$ cat config.mk
export PLATFORM = sky130hd
export DESIGN_NAME = addlist_feeder_flat
export DESIGN_NICKNAME = d
export VERILOG_FILES = /design/src/rtl/addlist_pkg.sv /design/src/rtl/addlist_feeder_if.sv /design/src/rtl/addlist_bank.sv /design/src/rtl/addlist_feeder.sv /design/src/flat_wrapper.sv
export SDC_FILE = /design/constraint.sdc
export NUM_CORES = 1
export LEC_CHECK = 0
export BUFFER_PORTS_ARGS = -buffer_cell sky130_fd_sc_hd__buf_2
export CORE_MARGIN = 3
export CORE_UTILIZATION = 62
export DETAILED_ROUTE_END_ITERATION = 10
export MAX_ROUTING_LAYER = met4
export PLACE_DENSITY = 0.91
export SLEW_MARGIN = 20
export SYNTH_ARGS = -nofsm -noshare
export SYNTH_HDL_FRONTEND = slang
export SYNTH_SLANG_ARGS = --single-unit
$ cat constraint.sdc
create_clock -name clk -period 21 [get_ports clk]
set_clock_uncertainty 0.15 [all_clocks]
set_input_delay 2.1 -clock clk [delete_from_list [all_inputs] [get_ports clk]]
set_output_delay 2.1 -clock clk [all_outputs]
set_load 0.005 [all_outputs]
$ cat src/rtl/addlist_pkg.sv
// Shared types and constants for the addlist feeder and the addlist consumer.
// Pure declarations, no logic; latency not applicable.
// No flow control here; the feeder and the consumer handle backpressure themselves.
package addlist_pkg;

  localparam int BUF_SIZE = 4;
  localparam int WORD_W   = 32;

  typedef logic [WORD_W-1:0] float_t;
  typedef float_t batch_t [BUF_SIZE];

  // IEEE-754 +0.0, used to pad short final batches so addlist sums are unaffected
  localparam float_t FP_ZERO = 32'h0000_0000;

endpackage

$ cat src/rtl/addlist_feeder_if.sv
// Stream-in / batch-out bundle between a float32 source, the feeder and addlist.
// Wires only, zero latency.
// Input side is valid/ready; batch side is data_provided/data_requested.
interface addlist_feeder_if #(
  parameter int BUF_SIZE = addlist_pkg::BUF_SIZE,
  parameter int WORD_W   = addlist_pkg::WORD_W
);

  logic [WORD_W-1:0]                in_data;
  logic                             in_valid;
  logic                             in_last;
  logic                             in_ready;
  logic [BUF_SIZE-1:0][WORD_W-1:0]  buffer;
  logic                             data_provided;
  logic                             data_requested;
  logic                             batch_last;

  // Source/consumer side: drives the stream and the batch request
  modport master (
    output in_data, in_valid, in_last, data_requested,
    input  in_ready, buffer, data_provided, batch_last
  );

  // Feeder side
  modport slave (
    input  in_data, in_valid, in_last, data_requested,
    output in_ready, buffer, data_provided, batch_last
  );

endinterface

$ cat src/rtl/addlist_bank.sv
// One ping-pong bank: word write port, commit with zero padding, full/last flags.
// A written word is visible on o_data one cycle after the write edge.
// Writer must not write while o_full=1; i_clear empties the bank for reuse.
module addlist_bank #(
  parameter int BUF_SIZE = addlist_pkg::BUF_SIZE,
  parameter int WORD_W   = addlist_pkg::WORD_W,
  parameter int PW       = $clog2(BUF_SIZE)
) (
  input  logic                            clk,
  input  logic                            rst,
  input  logic                            i_wr_en,
  input  logic [PW-1:0]                   i_wr_idx,
  input  logic [WORD_W-1:0]               i_wr_data,
  input  logic                            i_commit,
  input  logic                            i_last,
  input  logic                            i_clear,
  output logic                            o_full,
  output logic                            o_last,
  output logic [BUF_SIZE-1:0][WORD_W-1:0] o_data
);
  import addlist_pkg::*;

  logic [BUF_SIZE-1:0][WORD_W-1:0] r_mem;
  logic                            r_full;
  logic                            r_last;

  // Word storage plus flags; a short final batch is zero-padded on the committing edge
  always_ff @(posedge clk or posedge rst) begin
    if (rst) begin
      r_mem  <= '0;
      r_full <= 1'b0;
      r_last <= 1'b0;
    end else begin
      if (i_wr_en) begin
        r_mem[i_wr_idx] <= i_wr_data;
        if (i_commit) begin
          r_full <= 1'b1;
          r_last <= i_last;
          if (i_last) begin
            for (int i = 0; i < BUF_SIZE; i++) begin
              if (i > int'(i_wr_idx)) r_mem[i] <= WORD_W'(FP_ZERO);
            end
          end
        end
      end
      // Writes and clears never target the same bank in one cycle: a bank is
      // written only while empty and cleared only while full.
      if (i_clear) begin
        r_full <= 1'b0;
        r_last <= 1'b0;
      end
    end
  end

  assign o_full = r_full;
  assign o_last = r_last;
  assign o_data = r_mem;

endmodule

$ cat src/rtl/addlist_feeder.sv
// Packs a float32 word stream into BUF_SIZE-word batches for addlist via two ping-pong banks.
// data_provided rises the cycle after the committing accept when that bank is the read bank.
// in_ready drops while both banks are full and rises the cycle after the next handoff.
module addlist_feeder #(
  parameter int BUF_SIZE = addlist_pkg::BUF_SIZE,
  parameter int WORD_W   = addlist_pkg::WORD_W
) (
  input  logic            clk,
  input  logic            rst,
  addlist_feeder_if.slave io_feed
);
  import addlist_pkg::*;

  localparam int            PW       = $clog2(BUF_SIZE);
  localparam logic [PW-1:0] LAST_IDX = PW'(BUF_SIZE - 1);

  logic [PW-1:0] r_wr_ptr;
  logic          r_wr_bank;
  logic          r_rd_bank;

  logic [1:0]                      w_full;
  logic [1:0]                      w_last;
  logic [1:0]                      w_wr_en;
  logic [1:0]                      w_clear;
  logic [BUF_SIZE-1:0][WORD_W-1:0] w_data [2];

  logic w_wr_full;
  logic w_rd_full;
  logic w_accept;
  logic w_commit;
  logic w_handoff;

  assign w_wr_full = w_full[r_wr_bank];
  assign w_rd_full = w_full[r_rd_bank];

  assign io_feed.in_ready = ~rst & ~w_wr_full;

  assign w_accept  = io_feed.in_valid & io_feed.in_ready;
  // A batch closes on its last slot or early on the list's final word
  assign w_commit  = w_accept & ((r_wr_ptr == LAST_IDX) | io_feed.in_last);
  assign w_handoff = w_rd_full & io_feed.data_requested;

  for (genvar b = 0; b < 2; b++) begin : g_bank
    assign w_wr_en[b] = w_accept  & (r_wr_bank == 1'(b));
    assign w_clear[b] = w_handoff & (r_rd_bank == 1'(b));

    addlist_bank #(
      .BUF_SIZE (BUF_SIZE),
      .WORD_W   (WORD_W),
      .PW       (PW)
    ) u_bank (
      .clk       (clk),
      .rst       (rst),
      .i_wr_en   (w_wr_en[b]),
      .i_wr_idx  (r_wr_ptr),
      .i_wr_data (io_feed.in_data),
      .i_commit  (w_commit),
      .i_last    (io_feed.in_last),
      .i_clear   (w_clear[b]),
      .o_full    (w_full[b]),
      .o_last    (w_last[b]),
      .o_data    (w_data[b])
    );
  end

  // Write pointer and bank selects; commit and handoff act on different banks so both may fire
  always_ff @(posedge clk or posedge rst) begin
    if (rst) begin
      r_wr_ptr  <= '0;
      r_wr_bank <= 1'b0;
      r_rd_bank <= 1'b0;
    end else begin
      if (w_commit) begin
        r_wr_ptr  <= '0;
        r_wr_bank <= ~r_wr_bank;
      end else if (w_accept) begin
        r_wr_ptr  <= r_wr_ptr + 1'b1;
      end
      if (w_handoff) begin
        r_rd_bank <= ~r_rd_bank;
      end
    end
  end

  assign io_feed.data_provided = w_rd_full;
  assign io_feed.batch_last    = w_rd_full & w_last[r_rd_bank];
  assign io_feed.buffer        = w_data[r_rd_bank];

endmodule

$ cat src/flat_wrapper.sv
// flat-port wrapper written by rule: the top's interface ports become plain ports
module addlist_feeder_flat import addlist_pkg::*;
#(
  parameter int BUF_SIZE = addlist_pkg::BUF_SIZE,
  parameter int WORD_W   = addlist_pkg::WORD_W
)
  (clk, rst, io_feed_in_data, io_feed_in_valid, io_feed_in_last, io_feed_data_requested, io_feed_in_ready, io_feed_buffer, io_feed_data_provided, io_feed_batch_last);
  addlist_feeder_if #(.BUF_SIZE(BUF_SIZE), .WORD_W(WORD_W)) io_feed_i ();
  input  logic clk;
  input  logic rst;
  input wire logic [$bits(io_feed_i.in_data)-1:0] io_feed_in_data;
  input wire logic [$bits(io_feed_i.in_valid)-1:0] io_feed_in_valid;
  input wire logic [$bits(io_feed_i.in_last)-1:0] io_feed_in_last;
  input wire logic [$bits(io_feed_i.data_requested)-1:0] io_feed_data_requested;
  output wire logic [$bits(io_feed_i.in_ready)-1:0] io_feed_in_ready;
  output wire logic [$bits(io_feed_i.buffer)-1:0] io_feed_buffer;
  output wire logic [$bits(io_feed_i.data_provided)-1:0] io_feed_data_provided;
  output wire logic [$bits(io_feed_i.batch_last)-1:0] io_feed_batch_last;
  assign io_feed_i.in_data = io_feed_in_data;
  assign io_feed_i.in_valid = io_feed_in_valid;
  assign io_feed_i.in_last = io_feed_in_last;
  assign io_feed_i.data_requested = io_feed_data_requested;
  assign io_feed_in_ready = io_feed_i.in_ready;
  assign io_feed_buffer = io_feed_i.buffer;
  assign io_feed_data_provided = io_feed_i.data_provided;
  assign io_feed_batch_last = io_feed_i.batch_last;
  addlist_feeder #(.BUF_SIZE(BUF_SIZE), .WORD_W(WORD_W)) u_core (.clk(clk), .rst(rst), .io_feed(io_feed_i));
endmodule
# == Word-level counts from Yosys, hierarchy flattened ==
# Cells that the tools add are included.
# word_totals
reg_bits,264
inputBits,37
output_inout_bits,131
wordCells,83
# classes
addsub,1
n_lt_le_gt_ge,8
n_eq_ne,1
n_mux,35
bitwise_logic,15
n_reduce_logical,8
# op_table
operator,count
$mux 128,3
$mux 96,4
$bwmux 128,2
$mux 32,7
$demux 32 s2,1
$mux 1,16
$reduce_bool 2->1,5
$and 1x1->1,9
$gt 2x2->1 const A,2
$lt 1x2->1 const B,2
$mux 2,2
$not 1->1,4
$reduce_and 2->1,2
$lt 2x3->1 const B,1
$add 2x1->2 const B,1
$eq 2x2->1 const B,1
$ge 2x1->1 const B,1
$ge 2x2->1 const B,1
$gt 1x2->1 const A,1
$not 1->2,1
$logic_and 1x1->1,1
$or 1x1->1,1

# == Longest topological paths before layout ==
# Gate-level depths: netlist (run 1).
# depth
word_depth,9
mapped_depth,6
depth_no_buf,5

# == Cells and area by module ==
# Synthesis (run 1) repeated with hierarchy kept, for this count alone.
# hier_totals
cells_unflattened,774
area_unflattened_um2,11290.8
# modules_own_cells
module,instances,cells_per_inst,area_per_inst_um2,seq_area_each_um2
addlist_bank,2,303,4722.0,3253.1
addlist_feeder,1,168,1846.8,100.1

# == Least setup slack after synthesis (run 1) ==
# OpenSTA, ideal clock, no wires.
# synth_path
path_type,input to output
from,input rst
to,output io_feed_in_ready
arrival_ns,2.206
setup_slack_ns,16.544
stages,1
path_buffers,0
path_cell_list,nor2_1
# synth_via
elab_chain_len,2
# synth_lines
element,line_no,rtl
"start, declared",flat_wrapper.sv:10,input logic rst;
$not 1->1,addlist_feeder.sv:36,assign io_feed.in_ready = ~rst & ~w_wr_full;
$and 1x1->1,addlist_feeder.sv:36,
"end, declared",flat_wrapper.sv:15,output wire logic [$bits(io_feed_i.in_ready)-1:0] io_feed_in_ready;
# Every way passes these cells.

# == Worst setup path in the final report (run 1) ==
# layout_path
from,register u_core.r_rd_bank
to,output io_feed_batch_last
# layout_via
elab_chain_len,3
elab_cells_between_ends,5
cone_classes,mux: 4; bitwise: 1
# layout_lines
element,line_no,rtl
"start, declared",addlist_feeder.sv:19,logic r_rd_bank;
"start signal, assigned",addlist_feeder.sv:80,r_rd_bank <= ~r_rd_bank;
$mux 1 (on tied branches) (2 in series),"addlist_feeder.sv:34, addlist_feeder.sv:86",
$and 1x1->1 (*),addlist_feeder.sv:86,assign io_feed.batch_last = w_rd_full & w_last[r_rd_bank];
"end, declared",flat_wrapper.sv:18,output wire logic [$bits(io_feed_i.batch_last)-1:0] io_feed_batch_last;
# Mark *: on every way between the ends. The rest lies on a longest branch, timed or not. The select of a mux whose other input is x is not followed.

==> out/qor.txt, run 1 <==
Hold depth -> 1
Vias -> 8,338
Final setup violation count -> 0
Final instance area -> 13,500 um^2
Buffers on Ports -> 167
Post-synthesis cell area -> 11,800 um^2
Post-route ant nets -> 0
Gr ovfl total -> 0
DR iter-0 viols -> 767
Syn Nets -> 931
Setup Fix Bufs, Post-CTS -> 0
CP max FO -> 51
Ys async rst share -> 1.00
Fin. max-slew vios -> 0
Reg clk slew, reported paths -> 0.06 ns
Area leader, netlist -> dfrtp_1
Num CTS Buffers -> 27
1st-pass router iterations -> 5
Cells after synthesis -> 888
# DRC -> 0
Nets@finish -> 1,034
Worst slew margin -> 0.239
Maximum VDD drop -> 0.0971 mV
Die X -> 144 um
CP endpoint kind -> output pin
Post-layout min period -> 4.87 ns
Synth Register Bits -> 264
Pwr Density -> 146 nW/um^2
Required time of the critical path -> 18.75 ns
Final core occ -> 0.739
Post-cts sizing count -> 0
Clock Path Buffers -> 3
Clk_lat worst skew -> 0.53 ns
Rows -> 49
Dpl ws -> 15.65 ns
Vias in the first global route -> 8,501
Core area -> 18,300 um^2
Placed Cells incl. Taps -> 1,189
Die Span Y -> 144 um
Wire per inst -> 24.4 um
Post-synth top flop -> dfrtp_1
Clk root buf -> clkbuf_16
CTS Hold Bufs -> 0
Die area -> 20,700 um^2
Sequential area share after synthesis -> 0.562
Gr usage total -> 0.301
Crit Path Category -> reg2out
Leakage -> 0.00666 uW
P&R area growth vs syn -> 14.7%
ANT cells -> 0
RSZ-0062 raised after global routing -> no
Count of final hold-check violations -> 0
Largest net degree at the start of global routing -> 118
EDFF count, synth -> 0
CTS tree -> built
Non-filler cells, final -> 1,239
Setup TNS -> 0 ns
IO Count -> 168
Synth cell types -> 39
RePlAce Congestion -> 0.880
WL final -> 30,200 um
Total placed instance area -> 12,500 um^2
Ys Warns -> 0
Outcome -> finished clean
Crit path DAT -> 2.62 ns
Worst R2R Path Depth -> 5
Max_cap viols -> 0
H-tree Lvls -> 1
Clk sinks -> 264
Antenna violations before repair -> 0
Share of layout cells above drive strength 1 -> 0.433
Layout fillers -> 1,134
Peak Freq -> 0.205 GHz
Type of origin of the critical path -> register
Synth top area share -> 0.562
DR vias/cell -> 6.73
Slew @ Worst Pin -> 1.14 ns
First-pass GRT wire length -> 47,300 um
Avg Cell Area, Syn -> 13.2 um^2
Initial cell density of the core -> 0.644
Largest cells by area after synthesis -> dfrtp_1 56%, mux2_2 18%, a22o_1 12%
HPWL Detailed -> 18,000 um
Min-delay worst type -> reg2reg
Fin worst setup slack -> 16.13 ns
Period utilisation layout -> 0.232
[registers in the layout (all words and copies together), names as in the netlist]
| name | flops |
|---|---|
| u_core.g_bank.u_bank.o_data | 256 |
| u_core.r_wr_bank | 1 |
| u_core.g_bank.u_bank.o_full | 2 |
| u_core.r_wr_ptr | 2 |
| u_core.g_bank.u_bank.o_last | 2 |
| u_core.r_rd_bank | 1 |
[placed cells by master, fill, tap and decap left out, drive strengths merged]
cell and count:
dfrtp 264, mux2 194, buf 180, a22o 161, o21ai 39, clkbuf 36, nand3 34, a21oi 33
inv 8, and2 7, clkinv 7, ha 6, o2111ai 6, nand2 4, bufinv 4, nor2b 4
a211oi 2, nand4 2, nor2 2, a21o 2, and3 2, mux2i 1, and4b 1, or4b 1
nand2b 1, nor4bb 1, nand4bb 1, nor4 1, and4 1, nor3 1, o22ai 1, a21boi 1
nor4b 1, clkinvlp 1
[final timing paths]
check,slack [ns],endpoint,start
hold reg to reg,0.34,u_core.g_bank[0].u_bank.o_data[38],u_core.g_bank[0].u_bank.o_data[38]
min in group asynchronous,1.63,u_core.r_wr_bank,rst
hold / removal,0.34,u_core.g_bank[0].u_bank.o_data[38],u_core.g_bank[0].u_bank.o_data[38]
setup / recovery,16.13,io_feed_batch_last,u_core.r_rd_bank
max in group asynchronous,17.47,u_core.g_bank[0].u_bank.o_data[39],rst
setup reg to reg,18.03,u_core.g_bank[1].u_bank.o_data[76],u_core.r_wr_bank
[per-stage QoR]
step	hold slack [ns]	total power [uW]
6_report	0.342	1970
2_1_floorplan	0.302	1210
4_1_cts	0.342	1970
3_3_place_gp	0.312	1420
3_5_place_dp	0.327	1450
5_1_grt	0.356	2060
[power by group]
part / switching [uW] / internal [uW]
clock: 197 / 305
combinational: 300 / 360
sequential: 123 / 687
[synthesized netlist by cell type (2+ instances only)]
cell type / n
a22o_2: 2
nand4_1: 2
o2111ai_1: 6
nand3_1: 34
clkbuf_1: 40
and2_1: 7
dfrtp_1: 264
inv_1: 8
buf_2: 28
a21o_1: 2
ha_1: 6
nor2b_1: 4
dlygate4sd1_1: 2
a21oi_1: 33
o21ai_0: 39
mux2_2: 193
buf_6: 4
nand2_1: 4
nor2_1: 2
and3_1: 2
a22o_1: 159
clkbuf_4: 30
[worst max-delay path: stages (launching register included)]
cell,delay [ns]
dfrtp_4,0.75
buf_4,0.68
nor2b_1,0.13
a21o_1,0.20
and2_1,0.15
buf_2,0.13
[cell families (layout without fill, tap and decap cells)]
kind of cell / Yosys count / after routing / share of synthesized area
buffers and inverters: 114 / 236 / 0.0534
AND/OR/NAND/NOR: 64 / 64 / 0.0318
flip-flops: 264 / 264 / 0.562
AO/OA/AOI/OAI: 245 / 245 / 0.160
multiplexers: 195 / 195 / 0.187
adder cells (fa/ha/maj): 6 / 6 / 0.00638
[layout make-up]
class / instances / area [um^2] / share of cell area
multi-input combinational: 510 / 4650 / 0.345
timing repair buffer: 180 / 973 / 0.0721
inverter: 8 / 37.5 / 0.00278
sequential: 264 / 6610 / 0.490
clock inverter: 12 / 166 / 0.0123
clock buffer: 36 / 769 / 0.0570
tap: 229 / 287 / 0.0212
[metal layers]
metal | share of wire | vias up | global-route usage | routed length [um]
met4 | 0.030 | 0 | 0.105 | 893
met1 | 0.42 | 4326 | 0.423 | 12700
met2 | 0.46 | 452 | 0.443 | 14000
met5 | 0 | - | - | 0
li1 | - | 3481 | - | -
met3 | 0.087 | 79 | 0.0592 | 2630
No activity file was read; power rests on OpenSTA's default activity.
==> run 2, diff against run 1 <==
- CORE_UTILIZATION: 62 -> 57
- PLACE_DENSITY: 0.91 -> 0.85
- clock period: 21 -> 4.56 ns (I/O delays scaled with it)
==> run 2 against run 1 <==
Net effect:
- first-iteration DRC count fell by 28%
- power rose to 4.6 times the previous value
- clock-buffer cell count fell by 4
- combinational power grew to 4.5 times the previous value
- hold slack lost 0.25 ns
==> out/qor.txt, run 2 (same netlist as run 1, synthesis figures left out) <==
CTS tree -> built
Reg2Reg Setup Slack -> 1.68 ns
Combinational power share -> 0.331
Buffers on Ports -> 167
CP max FO -> 107
Clk network pwr share -> 0.261
Clock Path Buffers -> 3
Total placed instance area -> 12,600 um^2
Multi-input gate area -> 4650 um^2
Worst R2R Path Depth -> 4
Pwr Density -> 668 nW/um^2
Post-layout min period -> 3.03 ns
Share of layout cells above drive strength 1 -> 0.432
Hold Path Origin -> io_feed_in_data[19]
Worst slew margin -> 0.257
Reg power frac -> 0.408
ANT cells -> 0
IO Count -> 168
Most frequent cells in the layout -> 263 x dfrtp_1, 193 x mux2_2, 167 x buf_2
Switching power -> 2810 uW
HPWL Detailed -> 17,300 um
FF+latch area -> 6610 um^2
Maximum VDD drop -> 0.410 mV
Placed Cells incl. Taps -> 1,224
Clk sinks -> 264
Fin. max-slew vios -> 0
Crit Path Category -> reg2out
Gr usage total -> 0.268
Count of final hold-check violations -> 0
Internal power -> 6260 uW
Num CTS Buffers -> 27
Antenna violations before repair -> 0
P&R area growth vs syn -> 15.4%
Setup Fix Bufs, Post-CTS -> 0
Vias in the first global route -> 8,243
RSZ-0062 raised after global routing -> no
Slew @ Worst Pin -> 1.11 ns
Largest net degree at the start of global routing -> 128
DR iter-0 viols -> 556
Non-filler cells, final -> 1,275
Post-cts sizing count -> 0
Die area -> 22,400 um^2
WL final -> 29,300 um
Post-route ant nets -> 0
Clk root buf -> clkbuf_16
1st-pass router iterations -> 5
Type of origin of the critical path -> register
Hold depth -> 3
CP endpoint kind -> output pin
Leakage -> 0.00666 uW
Worst Hold Path EP -> u_core.g_bank[1].u_bank.o_data[115]
Min-delay worst type -> in2reg
Setup TNS -> 0 ns
Max_cap viols -> 0
Commonest non-fill, non-tap cell in the layout -> dfrtp_1
# DRC -> 0
Required time of the critical path -> 3.95 ns
Die X -> 150 um
First-pass GRT wire length -> 46,600 um
Final instance area -> 13,600 um^2
Outcome -> finished clean
H-tree Lvls -> 1
Wire per inst -> 23.0 um
Initial cell density of the core -> 0.593
Max FFs per register -> 256
RePlAce Congestion -> 0.918
Vias -> 8,088
Nets@finish -> 1,034
DR vias/cell -> 6.34
Gr ovfl total -> 0
Rows -> 51
Clk_lat worst skew -> 0.52 ns
Die Span Y -> 150 um
Peak Freq -> 0.330 GHz
Crit path DAT -> 2.43 ns
Final setup violation count -> 0
Layout fillers -> 1,364
Core area -> 19,800 um^2
Reg clk slew, reported paths -> 0.06 ns
Reg-to-Reg End -> u_core.g_bank[1].u_bank.o_data[32]
Critical R2R Launch -> u_core.r_wr_bank
Period utilisation layout -> 0.665
Sw Share -> 0.310
CTS Hold Bufs -> 1
run 2: changes by cell type in the layout (fill, tap and decap cells not counted), sizes merged:
cell	change
dlygate4sd3	+1
clkinvlp	+1
clkinv	+1
buf	-1
bufinv	+2
clkbuf	-4
run 2: how the worst max path moves through the flow:
stage | startpoint | to | slack, ns | cells past startpoint
after detailed placement | rst | u_core.g_bank[0].u_bank.o_data[10] | 1.55 | 6
after CTS | rst | u_core.g_bank[0].u_bank.o_data[10] | 1.49 | 7
after global placement | rst | u_core.g_bank[0].u_bank.o_data[15] | 1.64 | 6
after global routing | rst | u_core.g_bank[1].u_bank.o_data[32] | 1.51 | 6
after floorplan | rst | u_core.g_bank[0].u_bank.o_data[0] | 0.47 | 1
final | u_core.r_rd_bank | io_feed_buffer[59] | 1.53 | 3
run 2: layout make-up:
class / instances / area share
clock buffer: 32 / 0.0519
multi-input combinational: 510 / 0.343
inverter: 8 / 0.00249
clock inverter: 16 / 0.0180
timing repair buffer: 180 / 0.0735
sequential: 264 / 0.487
tap: 265 / 0.0244
run 2: layer usage:
| metal | vias to the layer above | routed length (um) | GRT usage |
|---|---|---|---|
| met2 | 341 | 13700 | 0.414 |
| met1 | 4213 | 12800 | 0.374 |
| met5 | - | 0 | - |
| met3 | 49 | 2220 | 0.0488 |
| met4 | 0 | 620 | 0.0668 |
| li1 | 3485 | - | - |
run 2: worst max-delay path, cell delays in order, from the launching register on:
cell	delay, ns
dfrtp_4	0.67
buf_12	0.47
mux2_2	0.45
buf_2	0.14
run 2: through the flow:
| step | power, uW | utilization | hold slack [ns] | worst slack (ns) |
|---|---|---|---|---|
| finish | 9070 | 0.684 | 0.0907 | 1.53 |
| global route | 9510 | 0.684 | 0.0844 | 1.51 |
| CTS | 9080 | 0.683 | 0.0760 | 1.49 |
| detailed placement | 6670 | 0.634 | 0.327 | 1.55 |
| global placement | 6560 | 0.634 | 0.312 | 1.64 |
| floorplan | 5570 | - | 0.302 | 0.470 |
run 2: power by group through the flow:
stage	registers [uW]	clock network [uW]	logic, uW
2_1_floorplan	3480	0	2090
3_3_place_gp	3660	0	2910
3_5_place_dp	3690	0	2980
4_1_cts	3680	2390	3010
5_1_grt	3790	2490	3240
6_report	3700	2370	3000
